--- config.mk ---
export PLATFORM = sky130hd
export DESIGN_NAME = keypad_debounce8
export DESIGN_NICKNAME = d
export VERILOG_FILES = /design/src/rtl/keypad_debounce8.sv
export SDC_FILE = /design/constraint.sdc
export NUM_CORES = 1
export LEC_CHECK = 0
export ABC_AREA = 1
export ABC_CLOCK_PERIOD_IN_PS = 3700
export BUFFER_PORTS_ARGS = -buffer_cell sky130_fd_sc_hd__buf_2
export CAP_MARGIN = 0
export CELL_PAD_IN_SITES_DETAIL_PLACEMENT = 0
export CELL_PAD_IN_SITES_GLOBAL_PLACEMENT = 1
export CORE_MARGIN = 2
export CORE_UTILIZATION = 51
export DETAILED_ROUTE_END_ITERATION = 12
export PLACE_DENSITY = 0.94
export SLEW_MARGIN = 20
export SYNTH_ARGS = -nofsm -noshare
export SYNTH_HDL_FRONTEND = slang
export SYNTH_SLANG_ARGS = --single-unit
export TNS_END_PERCENT = 10
--- constraint.sdc ---
create_clock -name clk -period 3.7 [get_ports clk]
set_clock_uncertainty 0.05 [all_clocks]
set_input_delay 0.555 -clock clk [delete_from_list [all_inputs] [get_ports clk]]
set_output_delay 0.555 -clock clk [all_outputs]
set_load 0.005 [all_outputs]
--- src/rtl/keypad_debounce8.sv ---
// keypad_debounce8: synchronises and debounces eight raw button lines and
// presents a single accepted press as a held one-hot vector plus a strobe.
//
// Ports:
//   clk        rising-edge clock
//   rst        asynchronous active-high reset
//   raw[7:0]   raw button lines, active high, asynchronous to clk
//   key[7:0]   one-hot accepted key, held while the key is down
//   key_valid  one-cycle strobe on each newly accepted press (and repeats)
//   busy       high while a key is accepted (PRESSED or RELEASE)
//
// Optional feature: define KEY_REPEAT_EN to re-strobe key_valid every
// REPEAT_CYCLES cycles while the accepted key remains held.
module keypad_debounce8 #(
    parameter int unsigned DEBOUNCE_CYCLES = 4,
    parameter int unsigned REPEAT_CYCLES   = 16
) (
    input  logic       clk,
    input  logic       rst,
    input  logic [7:0] raw,
    output logic [7:0] key,
    output logic       key_valid,
    output logic       busy
);

    localparam int unsigned NK = 8;
    localparam int unsigned CW = $clog2(DEBOUNCE_CYCLES + 1);

    // Elaboration-time parameter range check
    if (DEBOUNCE_CYCLES < 1 || DEBOUNCE_CYCLES > 65535 ||
        REPEAT_CYCLES < 2 || REPEAT_CYCLES > 65535) begin : g_bad_param
        $error("keypad_debounce8: parameter out of range");
    end

    typedef enum logic [1:0] {
        S_IDLE    = 2'd0,
        S_PRESSED = 2'd1,
        S_RELEASE = 2'd2
    } state_t;

    logic [NK-1:0]         sync1_q, sync2_q;
    logic [NK-1:0]         db_q, db_d;
    logic [NK-1:0]         db_dly_q;
    logic [NK-1:0][CW-1:0] cnt_q, cnt_d;
    logic [NK-1:0]         rise;
    logic [2:0]            rise_idx;
    state_t                state_q, state_d;
    logic [2:0]            sel_q, sel_d;
    logic [NK-1:0]         key_q, key_d;
    logic                  key_valid_q, key_valid_d;
    logic                  busy_q, busy_d;

`ifdef KEY_REPEAT_EN
    localparam int unsigned RW = $clog2(REPEAT_CYCLES + 1);
    logic [RW-1:0]         rep_q, rep_d, rep_inc;
`endif

    // Per-line debounce: toggle db only after DEBOUNCE_CYCLES differing samples
    always_comb begin
        db_d  = db_q;
        cnt_d = cnt_q;
        for (int k = 0; k < NK; k++) begin
            if (sync2_q[k] == db_q[k]) begin
                cnt_d[k] = '0;
            end else if (cnt_q[k] + CW'(1) == CW'(DEBOUNCE_CYCLES)) begin
                db_d[k]  = ~db_q[k];
                cnt_d[k] = '0;
            end else begin
                cnt_d[k] = cnt_q[k] + CW'(1);
            end
        end
    end

    // Rising edges of debounced lines; highest index wins
    assign rise = db_q & ~db_dly_q;

    always_comb begin
        rise_idx = 3'd0;
        for (int k = 0; k < NK; k++) begin
            if (rise[k]) rise_idx = 3'(k);
        end
    end

    // Next-state and registered-output logic
    always_comb begin
        state_d     = state_q;
        sel_d       = sel_q;
        key_d       = key_q;
        key_valid_d = 1'b0;
`ifdef KEY_REPEAT_EN
        rep_d       = rep_q;
        rep_inc     = rep_q + RW'(1);
`endif
        unique case (state_q)
            S_IDLE: begin
                key_d = '0;
                if (|rise) begin
                    sel_d       = rise_idx;
                    key_d       = NK'(1) << rise_idx;
                    key_valid_d = 1'b1;
                    state_d     = S_PRESSED;
`ifdef KEY_REPEAT_EN
                    rep_d       = '0;
`endif
                end
            end
            S_PRESSED: begin
                if (!db_q[sel_q]) begin
                    key_d   = '0;
                    state_d = S_RELEASE;
                end
`ifdef KEY_REPEAT_EN
                else if (rep_inc == RW'(REPEAT_CYCLES)) begin
                    key_valid_d = 1'b1;
                    rep_d       = '0;
                end else begin
                    rep_d = rep_inc;
                end
`endif
            end
            S_RELEASE: begin
                key_d   = '0;
                state_d = S_IDLE;
            end
            default: begin
                key_d   = '0;
                state_d = S_IDLE;
            end
        endcase
        busy_d = (state_d != S_IDLE);
    end

    // State and datapath registers
    always_ff @(posedge clk or posedge rst) begin
        if (rst) begin
            sync1_q     <= '0;
            sync2_q     <= '0;
            db_q        <= '0;
            db_dly_q    <= '0;
            cnt_q       <= '0;
            state_q     <= S_IDLE;
            sel_q       <= 3'd0;
            key_q       <= '0;
            key_valid_q <= 1'b0;
            busy_q      <= 1'b0;
`ifdef KEY_REPEAT_EN
            rep_q       <= '0;
`endif
        end else begin
            sync1_q     <= raw;
            sync2_q     <= sync1_q;
            db_q        <= db_d;
            db_dly_q    <= db_q;
            cnt_q       <= cnt_d;
            state_q     <= state_d;
            sel_q       <= sel_d;
            key_q       <= key_d;
            key_valid_q <= key_valid_d;
            busy_q      <= busy_d;
`ifdef KEY_REPEAT_EN
            rep_q       <= rep_d;
`endif
        end
    end

    assign key       = key_q;
    assign key_valid = key_valid_q;
    assign busy      = busy_q;

endmodule

Word level (Yosys, flattened, before mapping):

Cells that the tools add are included.

* bits of input ports: 10
* memories kept: 0
* latch bits: 0
* flip-flop bits (word level): 71
* output and inout port bits: 10
* bits in writable memories: 0
* bits in read-only memories: 0

* divide/modulo/power cells: 0
* bitwise gates (word level): 18
* add/sub/neg operators: 8
* shift operators: 1
* reduce and logical (&&, ||, !) cells: 12
* multipliers: 0
* mux-type cells: 33
* $lt $le $gt $ge: 1
* eq/ne operators: 18

Operators with widths (count)
* 3-bit 2-to-1 mux: 22
* 3-bit by 1-bit adder with 3-bit output (second input constant): 8
* 3-bit equality test (second input constant): 8
* 2-bit AND reduction: 9
* 8-bit 2-to-1 mux: 2
* 1-bit NOT: 16
* 8-bit case mux with 2 select lines: 1
* 8-bit AND: 1
* 1-bit equality test: 8
* 8-bit NOT: 1
* 8-bit OR reduction: 1
* 1-bit by 3-bit << shifter with 8-bit output (first input constant): 1
* 3-bit by 4-bit < comparator with 1-bit output (second input constant): 1
* 1-bit 2-to-1 mux: 4
* 2-bit 2-to-1 mux: 2
* 2-bit case mux with 2 select lines: 1
* 1-bit binary-select mux with 3-bit select: 1
* 2-bit by 1-bit equality test with 1-bit output (second input constant): 1
* 2-bit logical NOT: 1
* 2-bit != test (second input constant): 1
* 2-bit nonzero test: 1

Depth between registers and ports, before layout:

Gate-level depths: netlist (run 1).

* depth after elaboration: 12
* mapped depth: 10

Worst setup path before layout (run 1):

OpenSTA, ideal clock, no wires.

* path kind: reg-to-reg
* from: register cnt_q[0] in the netlist's numbering
* to: register db_q[0]
* path buffers: 0
* stages on the path, launching flop included: 5
* setup slack: 2.359 ns
* period minus slack after synthesis: 1.341 ns
* data arrival time: 1.166 ns
* required time: 3.525 ns
* cells stage by stage: dfrtp_1 > ha_1 > xnor2_1 > nor2_1 > mux2_2

* cells in the longest elaborated chain, start to end: 3

RTL lines
* start: declaration: line 44 `logic [NK-1:0][CW-1:0] cnt_q, cnt_d;`
* start signal: assignment: line 154 `cnt_q <= cnt_d;`
* 3-bit by 1-bit adder with 3-bit output: line 65 `end else if (cnt_q[k] + CW'(1) == CW'(DEBOUNCE_CYCLES)) begin`
* 3-bit equality test: line 65
* 2-bit AND reduction (no source line)
* end signal: assignment: line 138 `db_q <= '0;`
* end signal: assignment: line 152 `db_q <= db_d;`
* end: declaration: line 42 `logic [NK-1:0] db_q, db_d;`

Every way passes these cells.
A chain may end at the register's enable or synchronous reset.

Worst setup path in the final report (run 1):

* from: register key_q[4] (netlist: key[4])
* to: output port key[4]

RTL lines
* start: declaration: line 49 `logic [NK-1:0] key_q, key_d;`
* start signal: assignment: line 157 `key_q <= key_d;`
* end: declaration: line 21 `output logic [7:0] key,`

No word-level cell between the ends.

==> results of run 1 <==
## registers in the layout, indices dropped and copies added (netlist names)
name and cells:
busy 1, cnt_q 24, db_dly_q 8, db_q 8, key 8, key_valid 1, sel_q 3, state_q 2
sync1_q 8, sync2_q 8
## cells in the mapped netlist (5+ instances only)
cell	number	share of area
xnor2_1	14	0.042
dfrtp_1	71	0.60
inv_1	37	0.047
nor3_1	12	0.020
nand2_1	31	0.040
nand4_1	12	0.026
nor2_1	20	0.026
nand2_2	5	0.011
inv_2	5	0.0064
o21ai_0	6	0.010
ha_1	18	0.077
## where the power goes
part,leakage (uW),internal (uW),switching (uW)
Combinational,0.000635,341,541
Sequential,0.000908,1000,166
Clock,0.000100,327,269
Total,0.00164,1670,976
## worst paths after layout
path                                   end  cells after the start  startpoint  slack (ns)
worst max register to register     db_q[0]                      4    cnt_q[0]        2.25
min in group asynchronous       sync2_q[3]                      2         rst        0.35
worst min register to register  sync2_q[6]                      0  sync1_q[6]        0.30
max in group asynchronous       sync2_q[6]                      3         rst        2.53
worst max-delay path                key[4]                      1      key[4]        2.24
worst min-delay path            sync1_q[0]                      1      raw[0]        0.27
## per-layer routing
| metal | global-route usage | share of wire | vias up |
|---|---|---|---|
| met2 | 0.266 | 0.48 | 21 |
| met5 | 0 | 0 | - |
| li1 | - | - | 887 |
| met4 | 0.100 | 0.025 | 0 |
| met3 | 0.0475 | 0.027 | 11 |
| met1 | 0.215 | 0.47 | 888 |
## placed cells by master (no fill, tap or decap), types with 5 or more instances in the layout
| cell type | netlist | final |
|---|---|---|
| nand2_1 | 31 | 31 |
| inv_2 | 5 | 6 |
| ha_1 | 18 | 18 |
| buf_2 | 0 | 19 |
| dfrtp_1 | 71 | 71 |
| nand2_2 | 5 | 5 |
| clkbuf_8 | 0 | 10 |
| nand4_1 | 12 | 12 |
| inv_1 | 37 | 36 |
| nor2_1 | 20 | 20 |
| nor3_1 | 12 | 12 |
| o21ai_0 | 6 | 6 |
| xnor2_1 | 14 | 14 |
## per-stage QoR
step | utilization | cell area, um^2 | cells | total power, uW | hold slack [ns]
2_1_floorplan | - | 2940 | 261 | 1840 | 0.281
3_3_place_gp | 0.565 | 3130 | 353 | 2030 | 0.283
3_5_place_dp | 0.565 | 3130 | 353 | 2060 | 0.286
4_1_cts | 0.599 | 3320 | 369 | 2670 | 0.254
5_1_grt | 0.599 | 3320 | 369 | 2850 | 0.254
6_report | 0.599 | 3320 | 369 | 2650 | 0.268
## cells by family after synthesis
group | synth area share
AND/OR/NAND/NOR | 0.169
flip-flops | 0.605
buffers and inverters | 0.0575
adder cells (fa/ha/maj) | 0.0766
AO/OA/AOI/OAI | 0.0387
XOR/XNOR | 0.0417
multiplexers | 0.0115
## final cells by class
| type | instances | share of cell area |
|---|---|---|
| Sequential cell | 71 | 0.535 |
| Clock buffer | 12 | 0.0437 |
| Clock inverter | 4 | 0.0136 |
| Tap cell | 72 | 0.0271 |
| Multi-Input combinational cell | 147 | 0.299 |
| Inverter | 42 | 0.0475 |
| Timing Repair Buffer | 21 | 0.0332 |
==> impl_metrics.ini, run 1 <==
[floorplanning]
die_w_um = 79.9
initial_utilization = 0.530
die_h_um = 79.9
io-pin-count = 20
core_um2 = 5540
die_area_um2 = 6390
std_cell_rows = 27

[setup_path]
slowest_delay_ns = 0.39
cp-start-kind = register
arrival_ns = 0.86
path_max_fanout = 2
crit_required_ns = 3.09
cp_top_family = flip-flops
cp_slowest_cell = dfrtp_1
worstPathCellList = buf_2
endpoint_kind = output port
path_buf_inv = 1
path_class = register to output port

[cts]
ctsResizeCount = 0
htree_levels = 3
worstSkewPairLatency_ns = 0.34
cts_buffer_depth = 2
clock-root-buffer = clkbuf_8
clk_pin_slew_worst_paths_ns = 0.07
post_cts_buffers = 0
clock_sinks = 71
cts_tree = done
cts-hold-fix-buffers = 0
numCtsBuffers = 9

[yosys]
synth_warnings = 0
ys.flop_type = dfrtp_1
synth_edf_count = 0
ys_seq_area_frac = 0.605
yosys.cell_types.count = 26
ys_seq_elements = 71
syn_inst = 261
async_flop_share = 1.00
synth_nets = 289
synth.avg_cell_area_um2 = 11.3
netlist_area_um2 = 2940

[sta]
finalSetupTns_ns = 0
rsz0062_at_grt = false
setup_viol = 0
setup_ws_ns = 2.24
slew_viol_final = 0
fmax_mhz = 683
tightestPinTransition_ns = 0.874
min_period_ns = 1.47
slew_headroom = 0.417
period_share = 0.396
hold_viol = 0

[route]
route.detailed.drc = 0
num_vias = 1807
firstDrtPassIters = 4
wirelength_um = 4600
viasPerCell = 4.90
wire_per_inst_um = 12.5
first_iter_violations = 84
ant_nets = 0

[global_route]
grt_max_degree = 46
antenna_found_initial = 0
grt_pass1_wl_um = 8140
overflow = 0
grt_pass1_vias = 1854
grtUsageTotal = 0.172

[hold_path]
hold_path.class = primary input to register

[finish]
regArea_um2 = 1780
multi_input_area_um2 = 993
nNetsFinal = 320
antenna_cells = 0
fill_cells = 479
syn_to_final_growth_pct = 12.9
drive_above_1_share = 0.215

[power]
p_per_area_nw_per_um2 = 798
leakagePower_uw = 0.00164
vdd_drop_max_uv = 433

[placed_design]
hpwlAfterDp_um = 3290
dp_slack_ns = 2.08
port_buffers = 19
gp_congestion = 0.796

[run]
max-cap-violations = 0

[status]
outcome = finished clean
Note: power is estimated with default switching activity, not from simulation.
==> run 2: changes to the inputs <==
- ABC_AREA: 1 -> 0
- ABC_CLOCK_PERIOD_IN_PS: 3700 -> 1300
- CORE_UTILIZATION: 51 -> 44
- PLACE_DENSITY: 0.94 -> 0.85
- clock period: 3.7 -> 1.3 ns (I/O delays scaled with it)
==> impl_metrics.ini, run 2 <==
[status]
outcome = complete, but fails checks
violations = setup timing

[hold_path]
hold_start = sync1_q[1]
hold_path.class = register to register

[finish]
largest_reg_flops = 24
utilization = 0.607
drive_above_1_share = 0.424
final_cell_mix = dfrtp_1, buf_4, buf_2, clkbuf_8, nor2b_1
layout_commonest_cell = dfrtp_1
nNetsFinal = 311
antenna_cells = 0
final_cells = 365
syn_to_final_growth_pct = 35.2
fill_cells = 510
top_register = cnt_q
final_cell_area_um2 = 3790

[yosys]
synth_top_area_frac = 0.634
yosysTopAreaCell = dfrtp_1
synth_nets = 228
syn_inst = 200
yosysMostFrequentCell = dfrtp_1
yosys-top-cells-count = dfrtp_1, ha_1, inv_1
netlist_area_um2 = 2800
yosys.cell_types.count = 31
synth.avg_cell_area_um2 = 14.0
ys_seq_area_frac = 0.634
synth_warnings = 0
synthTopCellsByArea = dfrtp_1, ha_1, mux2_2
ys.flop_type = dfrtp_1
ys_seq_elements = 71
async_flop_share = 1.00
synth_edf_count = 0

[power]
vdd_drop_max_uv = 1350
power_frac_comb = 0.382
p_per_area_nw_per_um2 = 2170
switching_share = 0.305
finalPower_uw = 8210
p_clk_frac = 0.222
seq_power_share = 0.396
leakagePower_uw = 0.00183
p_int_uw = 5710
switchingPower_uw = 2500

[setup_path]
arrival_ns = 2.03
crit_start = sel_q[0]
reg2reg_from = sel_q[0]
path_max_fanout = 5
endpoint_kind = register
crit_required_ns = 1.47
cp-start-kind = register
path_class = register to register

[cts]
cts_buffer_depth = 2
clock-root-buffer = clkbuf_8
clk_pin_slew_worst_paths_ns = 0.07
worstSkewPairLatency_ns = 0.34
clock_sinks = 71
cts_tree = done
htree_levels = 3
numCtsBuffers = 9
post_cts_buffers = 0

[floorplanning]
die_w_um = 83.8
core_um2 = 6240
io-pin-count = 20
initial_utilization = 0.449
die_area_um2 = 7030
die_h_um = 83.8
std_cell_rows = 29

[global_route]
grt_pass1_wl_um = 8440
grt_max_degree = 35
overflow = 0
antenna_found_initial = 0
grtUsageTotal = 0.158
grt_pass1_vias = 1890

[sta]
tightestPinTransition_ns = 0.423
rsz0062_at_grt = true
period_share = 1.44
hold_viol = 0
slew_headroom = 0.715
slew_viol_final = 0
setup_viol = 18
setup_ws_ns = -0.566
min_period_ns = 1.87
fmax_mhz = 536

[route]
wire_per_inst_um = 13.6
route.detailed.drc = 0
viasPerCell = 4.85
wirelength_um = 4980
ant_nets = 0
firstDrtPassIters = 4
first_iter_violations = 72
num_vias = 1770

[placed_design]
dp_cells = 339
dp_slack_ns = -0.658
dpl-instance-area_um2 = 3340
gp_congestion = 0.834
port_buffers = 19
hpwlAfterDp_um = 3500

[run]
max-cap-violations = 0
==> run 2: layout make-up <==
class	count	area, um^2	share of cell area
sequential	71	1780	0.469
tap	77	96.3	0.0254
clock buffer	13	169	0.0446
multi-input combinational	117	1100	0.291
timing repair buffer	72	556	0.147
inverter	12	48.8	0.0129
clock inverter	3	40.0	0.0106
==> run 2: cell families (layout without fill, tap and decap cells) <==
group	count (synthesis)	after routing	synth area share
mux	13	13	0.0562
flops	71	71	0.634
compound gates	28	28	0.0767
fa+ha+maj	18	18	0.0803
xor+xnor	14	14	0.0437
buf+inv	13	100	0.0201
simple gates	43	44	0.0893
==> run 2: worst paths after layout <==
path / endpoint / slack, ns / depth (start not counted)
setup / recovery: key[6] / -0.57 / 4
hold / removal: sync2_q[1] / 0.30 / 0
setup reg to reg: key[6] / -0.57 / 4
hold reg to reg: sync2_q[1] / 0.30 / 0
max in group asynchronous: sel_q[0] / 0.39 / 4
min in group asynchronous: key[3] / 0.32 / 3
==> run 2: critical path, stage by stage, from the launching register on <==
cell and delay, ns:
dfrtp_2 0.43, mux2_2 0.35, mux4_2 0.47, and3b_2 0.25, a32o_1 0.20
==> run 2: timing repair <==
action,4_1_cts,5_1_grt
hold buffers,9,0
setup endpoints to repair,20,30
pin swaps,9,4
endpoints found under the hold margin,19,0
cloned,1,0
gates resized for setup,22,13
==> run 2: per-stage QoR <==
| step | hold WS, ns | TNS, ns |
|---|---|---|
| finish | 0.301 | -5.97 |
| global route | 0.307 | -7.07 |
| CTS | 0.300 | -6.15 |
| detailed placement | 0.138 | -7.68 |
| global placement | 0.125 | -6.92 |
| floorplan | 0.176 | -5.44 |
==> run 2: power groups by stage <==
| stage | sequential (uW) | clock, uW | combinational [uW] |
|---|---|---|---|
| 2_1_floorplan | 3230 | 0 | 1480 |
| 3_3_place_gp | 3210 | 0 | 2760 |
| 3_5_place_dp | 3240 | 0 | 2830 |
| 4_1_cts | 3240 | 1860 | 3050 |
| 5_1_grt | 3330 | 1950 | 3480 |
| 6_report | 3250 | 1820 | 3130 |
==> run 2: metal layers <==
metal	wire, um	global-route usage	share of wire
met4	100	0.0777	0.020
met3	86	0.0366	0.017
met2	2700	0.273	0.54
met1	2090	0.183	0.42
met5	0	0	0
